`config.mk`:
```
export PLATFORM = sky130hd
export DESIGN_NAME = reg_bus_arbiter
export DESIGN_NICKNAME = d
export VERILOG_FILES = /design/src/rtl/reg_bus_arbiter.sv
export SDC_FILE = /design/constraint.sdc
export NUM_CORES = 1
export LEC_CHECK = 0
export ABC_AREA = 0
export CORE_MARGIN = 2
export CORE_UTILIZATION = 37
export CTS_BUF_LIST = sky130_fd_sc_hd__clkbuf_16
export DETAILED_ROUTE_END_ITERATION = 7
export GPL_ROUTABILITY_DRIVEN = 0
export MAX_ROUTING_LAYER = met4
export PLACE_DENSITY_LB_ADDON = 0.1
export SKIP_CTS_REPAIR_TIMING = 1
export SLEW_MARGIN = 40
export SYNTH_ARGS = -nofsm -noshare
export SYNTH_HDL_FRONTEND = slang
export SYNTH_SLANG_ARGS = --single-unit
```
`constraint.sdc`:
```
create_clock -name clk -period 1.7 [get_ports clk]
set_clock_uncertainty 0.1 [all_clocks]
set_input_delay 0.425 -clock clk [delete_from_list [all_inputs] [get_ports clk]]
set_output_delay 0.425 -clock clk [all_outputs]
set_load 0.02 [all_outputs]
```
`src/rtl/reg_bus_arbiter.sv`:
```
// reg_bus_arbiter: two-port round-robin arbiter in front of a single register
// file bus. Port 0 (I2C side) writes are gated by a goodCRC qualifier; port 1
// (protocol engine) writes are always issued. One transaction in flight.
//
// Handshake: a port holds reqN high while it wants service; requests are only
// sampled in IDLE. Once granted, the transaction runs to completion regardless
// of reqN, and ackN pulses for exactly one cycle in DONE. On the register bus,
// reg_req is a single-cycle strobe with reg_rnw/reg_addr/reg_wdata stable from
// ISSUE through DONE; read data is sampled RD_LAT cycles after the strobe.
module reg_bus_arbiter #(
    parameter int ADDR_W = 8,
    parameter int DATA_W = 16,
    parameter int RD_LAT = 1
) (
    input  logic              clk,
    input  logic              reset,
    // port 0 (I2C side)
    input  logic              req0,
    input  logic              rnw0,
    input  logic [ADDR_W-1:0] addr0,
    input  logic [DATA_W-1:0] wdata0,
    input  logic              crc_ok0,
    output logic              ack0,
    output logic [DATA_W-1:0] rdata0,
    output logic              err0,
    // port 1 (protocol engine)
    input  logic              req1,
    input  logic              rnw1,
    input  logic [ADDR_W-1:0] addr1,
    input  logic [DATA_W-1:0] wdata1,
    output logic              ack1,
    output logic [DATA_W-1:0] rdata1,
    // shared register-file bus
    output logic              reg_req,
    output logic              reg_rnw,
    output logic [ADDR_W-1:0] reg_addr,
    output logic [DATA_W-1:0] reg_wdata,
    input  logic [DATA_W-1:0] reg_rdata,
    // status / debug
    output logic              busy,
    output logic [1:0]        fsm_state
);

    typedef enum logic [1:0] {
        IDLE  = 2'd0,
        ISSUE = 2'd1,
        WAIT  = 2'd2,
        DONE  = 2'd3
    } state_t;

    localparam logic [1:0] WAIT_LOAD = 2'(RD_LAT - 1);

    state_t             state;
    logic               last_grant;   // port granted most recently
    logic               cur_port;     // port owning the in-flight transaction
    logic               rejected;     // port 0 write dropped for bad CRC
    logic [1:0]         wait_cnt;     // remaining WAIT cycles minus one

    logic               grant_valid;
    logic               grant_port;
    logic               sel_rnw;
    logic [ADDR_W-1:0]  sel_addr;
    logic [DATA_W-1:0]  sel_wdata;
    logic               sel_reject;

    // Round-robin pick: on a tie the port not granted last wins.
    always_comb begin
        grant_valid = req0 | req1;
        grant_port  = 1'b0;
        if (req0 && req1) begin
            grant_port = ~last_grant;
        end else if (req1) begin
            grant_port = 1'b1;
        end
        sel_rnw    = grant_port ? rnw1   : rnw0;
        sel_addr   = grant_port ? addr1  : addr0;
        sel_wdata  = grant_port ? wdata1 : wdata0;
        // CRC only qualifies port 0 writes
        sel_reject = ~grant_port & ~rnw0 & ~crc_ok0;
    end

    // Transaction FSM with registered bus and completion outputs.
    always_ff @(posedge clk) begin
        if (reset) begin
            state      <= IDLE;
            last_grant <= 1'b1;
            cur_port   <= 1'b0;
            rejected   <= 1'b0;
            wait_cnt   <= '0;
            ack0       <= 1'b0;
            ack1       <= 1'b0;
            err0       <= 1'b0;
            rdata0     <= '0;
            rdata1     <= '0;
            reg_req    <= 1'b0;
            reg_rnw    <= 1'b0;
            reg_addr   <= '0;
            reg_wdata  <= '0;
        end else begin
            ack0    <= 1'b0;
            ack1    <= 1'b0;
            err0    <= 1'b0;
            reg_req <= 1'b0;
            case (state)
                IDLE: begin
                    if (grant_valid) begin
                        last_grant <= grant_port;
                        cur_port   <= grant_port;
                        rejected   <= sel_reject;
                        reg_rnw    <= sel_rnw;
                        reg_addr   <= sel_addr;
                        reg_wdata  <= sel_wdata;
                        reg_req    <= ~sel_reject;
                        state      <= ISSUE;
                    end
                end
                ISSUE: begin
                    if (rejected || !reg_rnw) begin
                        // writes (issued or suppressed) complete next cycle
                        ack0  <= ~cur_port;
                        ack1  <= cur_port;
                        err0  <= rejected;
                        state <= DONE;
                    end else begin
                        wait_cnt <= WAIT_LOAD;
                        state    <= WAIT;
                    end
                end
                WAIT: begin
                    if (wait_cnt == 2'd0) begin
                        // last latency cycle: reg_rdata is valid now
                        ack0  <= ~cur_port;
                        ack1  <= cur_port;
                        if (cur_port) begin
                            rdata1 <= reg_rdata;
                        end else begin
                            rdata0 <= reg_rdata;
                        end
                        state <= DONE;
                    end else begin
                        wait_cnt <= wait_cnt - 2'd1;
                    end
                end
                DONE: begin
                    state <= IDLE;
                end
                default: begin
                    state <= IDLE;
                end
            endcase
        end
    end

    assign busy      = (state != IDLE);
    assign fsm_state = state;

endmodule

```
---- Word level (Yosys, flattened, before mapping) ----
Index checks and enable logic that the tools add are counted.
storage, ports and cells
  flip-flop bits (word level) ............. 68
  bits in latches ......................... 0
  bits in writable memories ............... 0
  memory bits (read-only) ................. 0
  input port bits ......................... 71
  output and inout port bits .............. 64
  logic and storage cells ................. 67
  memories ................................ 0
cells by class
  add/subtract/negate cells ............... 1
  multiply operators ...................... 0
  div/mod/pow operators ................... 0
  $lt $le $gt $ge ......................... 0
  equal/unequal tests ..................... 7
  shift-type cells ........................ 0
  multiplexer cells ....................... 18
  bitwise operators ....................... 13
  reductions and logical operators ........ 14
operators by type and width
  cell                                                                   number
  16-bit 2-to-1 mux                                                      1
  1-bit inverter                                                         10
  3-bit AND reduction                                                    3
  1-bit 2-to-1 mux                                                       8
  2-bit 2-to-1 mux                                                       4
  8-bit 2-to-1 mux                                                       1
  2-bit inequality test, second input constant                           4
  2-bit one-hot mux with 4 select lines                                  1
  3-bit OR reduction                                                     2
  2-bit equality test, second input constant                             2
  2-bit logical NOT                                                      2
  1-bit one-hot mux with 2 select lines                                  2
  2-bit one-hot mux with 2 select lines                                  1
  2-bit AND reduction                                                    2
  2-bit nonzero test                                                     2
  1-bit bitwise AND                                                      2
  2-bit by 1-bit equality test with 1-bit output, second input constant  1
  2-bit by 1-bit subtractor with 2-bit output, second input constant     1
  1-bit logical AND                                                      1
  1-bit logical NOT                                                      1
  1-bit logical OR                                                       1
  1-bit bitwise OR                                                       1

---- Logic depth before layout (Yosys ltp) ----
  word-level depth ........................ 6
  gate-level depth with buffers ........... 8
  mapped depth without buffers ............ 6

---- Worst setup path before layout ----
Ideal clock, no wire load.
  kind .................................... flip-flop to flip-flop
  start ................................... register state[0], in the netlist fsm_state[0]
  end ..................................... register reg_rnw
  setup time .............................. 0.088 ns
  arrival time ............................ 1.567 ns
  data required time ...................... 1.512 ns
  slack ................................... -0.055 ns
  cell stages (with the launch flop) ...... 8
  buffers on the path ..................... 1
  clock period less this slack ............ 1.755 ns
  cell sequence ........................... dfxtp_1 > inv_1 > ha_1 > inv_1 > nor2_4 > buf_2 > nor2_1 > a311oi_2
on the way
  cells in the longest elaborated chain, start to end .. 2
ends and longest elaborated chain
  element                               RTL line  source
  start: declaration                    53        state_t state;
  start signal: assignment              85        state <= IDLE;
  start signal: assignment              114       state <= ISSUE;
  start signal: assignment              123       state <= DONE;
  2-bit logical NOT                     104       case (state)
  2-bit AND reduction (no source line)  --
  end signal: assignment                110       reg_rnw <= sel_rnw;
  end: declaration                      35        output logic reg_rnw,
No other way between the ends.
A chain may end at the register's enable or synchronous reset.

---- Final worst setup path ----
  start ................................... input req0
  end ..................................... register reg_wdata[15]
on the way
  cells in the longest elaborated chain, start to end .. 3
  elaborated cells on any way between the ends .. 5
  those cells by class .................... 2 x mux; 1 x bitwise; 2 x reduce/logical
ends and longest elaborated chain
  element                 RTL line  source
  start: declaration      18        input logic req0,
  1-bit logical AND       70        if (req0 && req1) begin
  1-bit 2-to-1 mux        70
  16-bit 2-to-1 mux       77        sel_wdata = grant_port ? wdata1 : wdata0;
  end signal: assignment  112       reg_wdata <= sel_wdata;
  end: declaration        37        output logic [DATA_W-1:0] reg_wdata,
Parallel ways exist; a longest one is shown, timed or not.

==> metrics.txt <==
status=complete, no violations; Root Buffer=clkbuf_16; Synth Area in Compound Gates=20.5%; slowest CP cell=clkdlybuf4s50_1; min Tclk post-route=1670 ps; worst vdd ir=705 µV; Seq. cell area=1360 µm²; CP Buf/Inv Count=3; largest family of logic cells by synthesized area=simple AND/OR/NAND/NOR gates; DRC viols=0; relative slew slack=79.3%; count of cell types in the netlist=33; Iter 0 DRT Violations=65; largest net degree at the start of global routing=47; critical path, cell by cell=clkdlybuf4s50_1 > buf_4 > a21boi_4 > buf_4 > nand2_1 > a311oi_2; RSZ-0062 raised after global routing=yes; critical-path maximum fanout=9; WP data required=1840 ps; Worst path most repeated cell=buf_4; Fillers=617; Yosys top cell area share=47.6%; clk sinks=68; synth warn=0; syn_nets=417; Mean Syn Cell Area=8.44 µm²; Final nets=566; via/cell ratio=4.80; Synth area leader=dfxtp_1; die outline width=92.0 µm; most frequent cells in the layout=117 x nand2_1, 69 x clkdlybuf4s50_1, 66 x dfxtp_1; Worst Tran Pin Value=310 ps; full die area=8460 µm²; min-delay worst type=reg -> reg; CTS tree=built; via count=2858; Synth Area in XOR/XNOR=0%; slowest cell delay on critical path=480 ps; proportion of synthesized area in mux cells=1.05%; synth top area cells=dfxtp_1 48%, nand2_1 15%, a311oi_2 10%; dpl hpwl=5530 µm; core area=7610 µm²; f_max=600 MHz; fin area=4990 µm²; Num CTS Buffers=9; DR WL/cell=13.5 µm; crit path kind=in -> reg; Buffers on Ports=134; Placement Cell Area=4450 µm²; critical path arrival=1800 ps; Final Setup Violations=0; synthesized instance count=339; drt total wl=8050 µm; Seq/Total Area, Yosys=47.6%; latest clock arrival within the worst-skew pair=320 ps; H-Tree Depth=3; Final Hold Fails=0; #FFs+latches synth=68; clk slew on worst S/H paths=60 ps; Die Span Y=92.0 µm; Leak=2.85 nW; antenna violations before repair=0; Ports=135; CP Launch Type=input port; drt first pass iters=5; Max Cap Violations=0; multi-input logic area=1400 µm²; most common cell after layout, fill and taps aside=nand2_1; Adder-Cell Fraction of Synth Area=3.06%; initial core utilization=37.6%; FP Rows=32; Mapped Area=2860 µm²; Sum Neg Setup Slack=0 ps; first-pass GRT wire length=12200 µm; Synth Area in Simple Gates=23.4%; Slew Limit Fails=0; Final Cycle Share=98.0%; PD cells=1530 nW/µm²; layout cells sized above 1=15.8%; total global-route track usage=18.8%; Max Root-Sink Buffers=2; grt ovf=0; CP delay by family, top=buffers and inverters; area grow syn2layout=74.5%; vias in the first global route=2631; final core occ=65.7%; antenna cells=0; Critical Path Sink Type=register; Antenna Nets Post-Route=0
[kinds of logic after synthesis]
group | Yosys count
AOI/OAI and AO/OA | 69
DFF | 68
buffers and inverters | 27
and+or+nand+nor | 165
muxes | 3
adders and majority gates | 7
[routing by layer]
layer / up-vias / wire (µm) / global-route usage, %
li1: 1444 / - / -
met4: 0 / 59 / 6.84
met2: 98 / 3940 / 30.5
met3: 4 / 645 / 6.90
met5: - / 0 / -
met1: 1312 / 3410 / 21.3
[metrics by stage]
stage                     worst slack, ps  std cells  hold slack (ps)  power (mW)
after floorplan                      8.80        339              317        4.09
after global placement               -216        577              343        5.52
after detailed placement             -268        577              348        5.58
after CTS                            -512        593              355        7.73
after global routing                -11.6        595              364        8.08
final                                34.1        595              349        7.65
[sequential cells by signal, indices dropped and copies added (netlist names)]
name        cells
rdata1         16
err0            1
reg_addr        8
last_grant      1
rdata0         16
ack1            1
reg_wdata      16
wait_cnt        2
cur_port        1
rejected        1
reg_req         1
fsm_state       2
reg_rnw         1
ack0            1
[report_power, final]
group	leakage, nW	internal, mW	switching (mW)
Combinational	2.13	1.58	1.76
Clock	0.163	1.43	0.684
Sequential	0.557	2.00	0.205
Total	2.85	5.00	2.65
[worst register-to-register path: stages (launching register included)]
cell and delay (ps):
dfxtp_2 340, inv_2 40, buf_4 140, ha_2 190
nor2b_2 170, a21oi_2 140, buf_4 140, mux2i_1 160
nor2_1 50
[path summary, 6_finish.rpt]
check                             startpoint            end  slack (ps)  cells past startpoint
worst max-delay path                    req0  reg_wdata[15]          30                      6
worst max register to register  fsm_state[0]   fsm_state[1]         110                      8
worst min register to register    rdata1[15]     rdata1[15]         350                      2
worst min-delay path              rdata1[15]     rdata1[15]         350                      2
[final cells by class]
class / instances / area share [%]
sequential: 68 / 27.3
inverter: 5 / 0.376
clock inverter: 7 / 2.30
clock buffer: 9 / 4.51
multi-input combinational: 244 / 28.0
tap: 102 / 2.56
timing repair buffer: 160 / 34.9
[cells in the mapped netlist, drive strengths merged]
library cell,count
nand3,2
nor2b,2
o21ai,2
inv,5
a21oi,36
a22oi,1
nor2,32
ha,7
nand2b,3
dfxtp,68
nand2,118
or2,2
a221oi,1
mux2i,3
a31oi,1
clkbuf,8
nor4bb,1
nand3b,1
and3,1
nor3,2
nor4b,1
a311oi,25
buf,14
a21boi,1
a211oi,1
a2bb2oi,1
(Power assumes the default switching activity.)
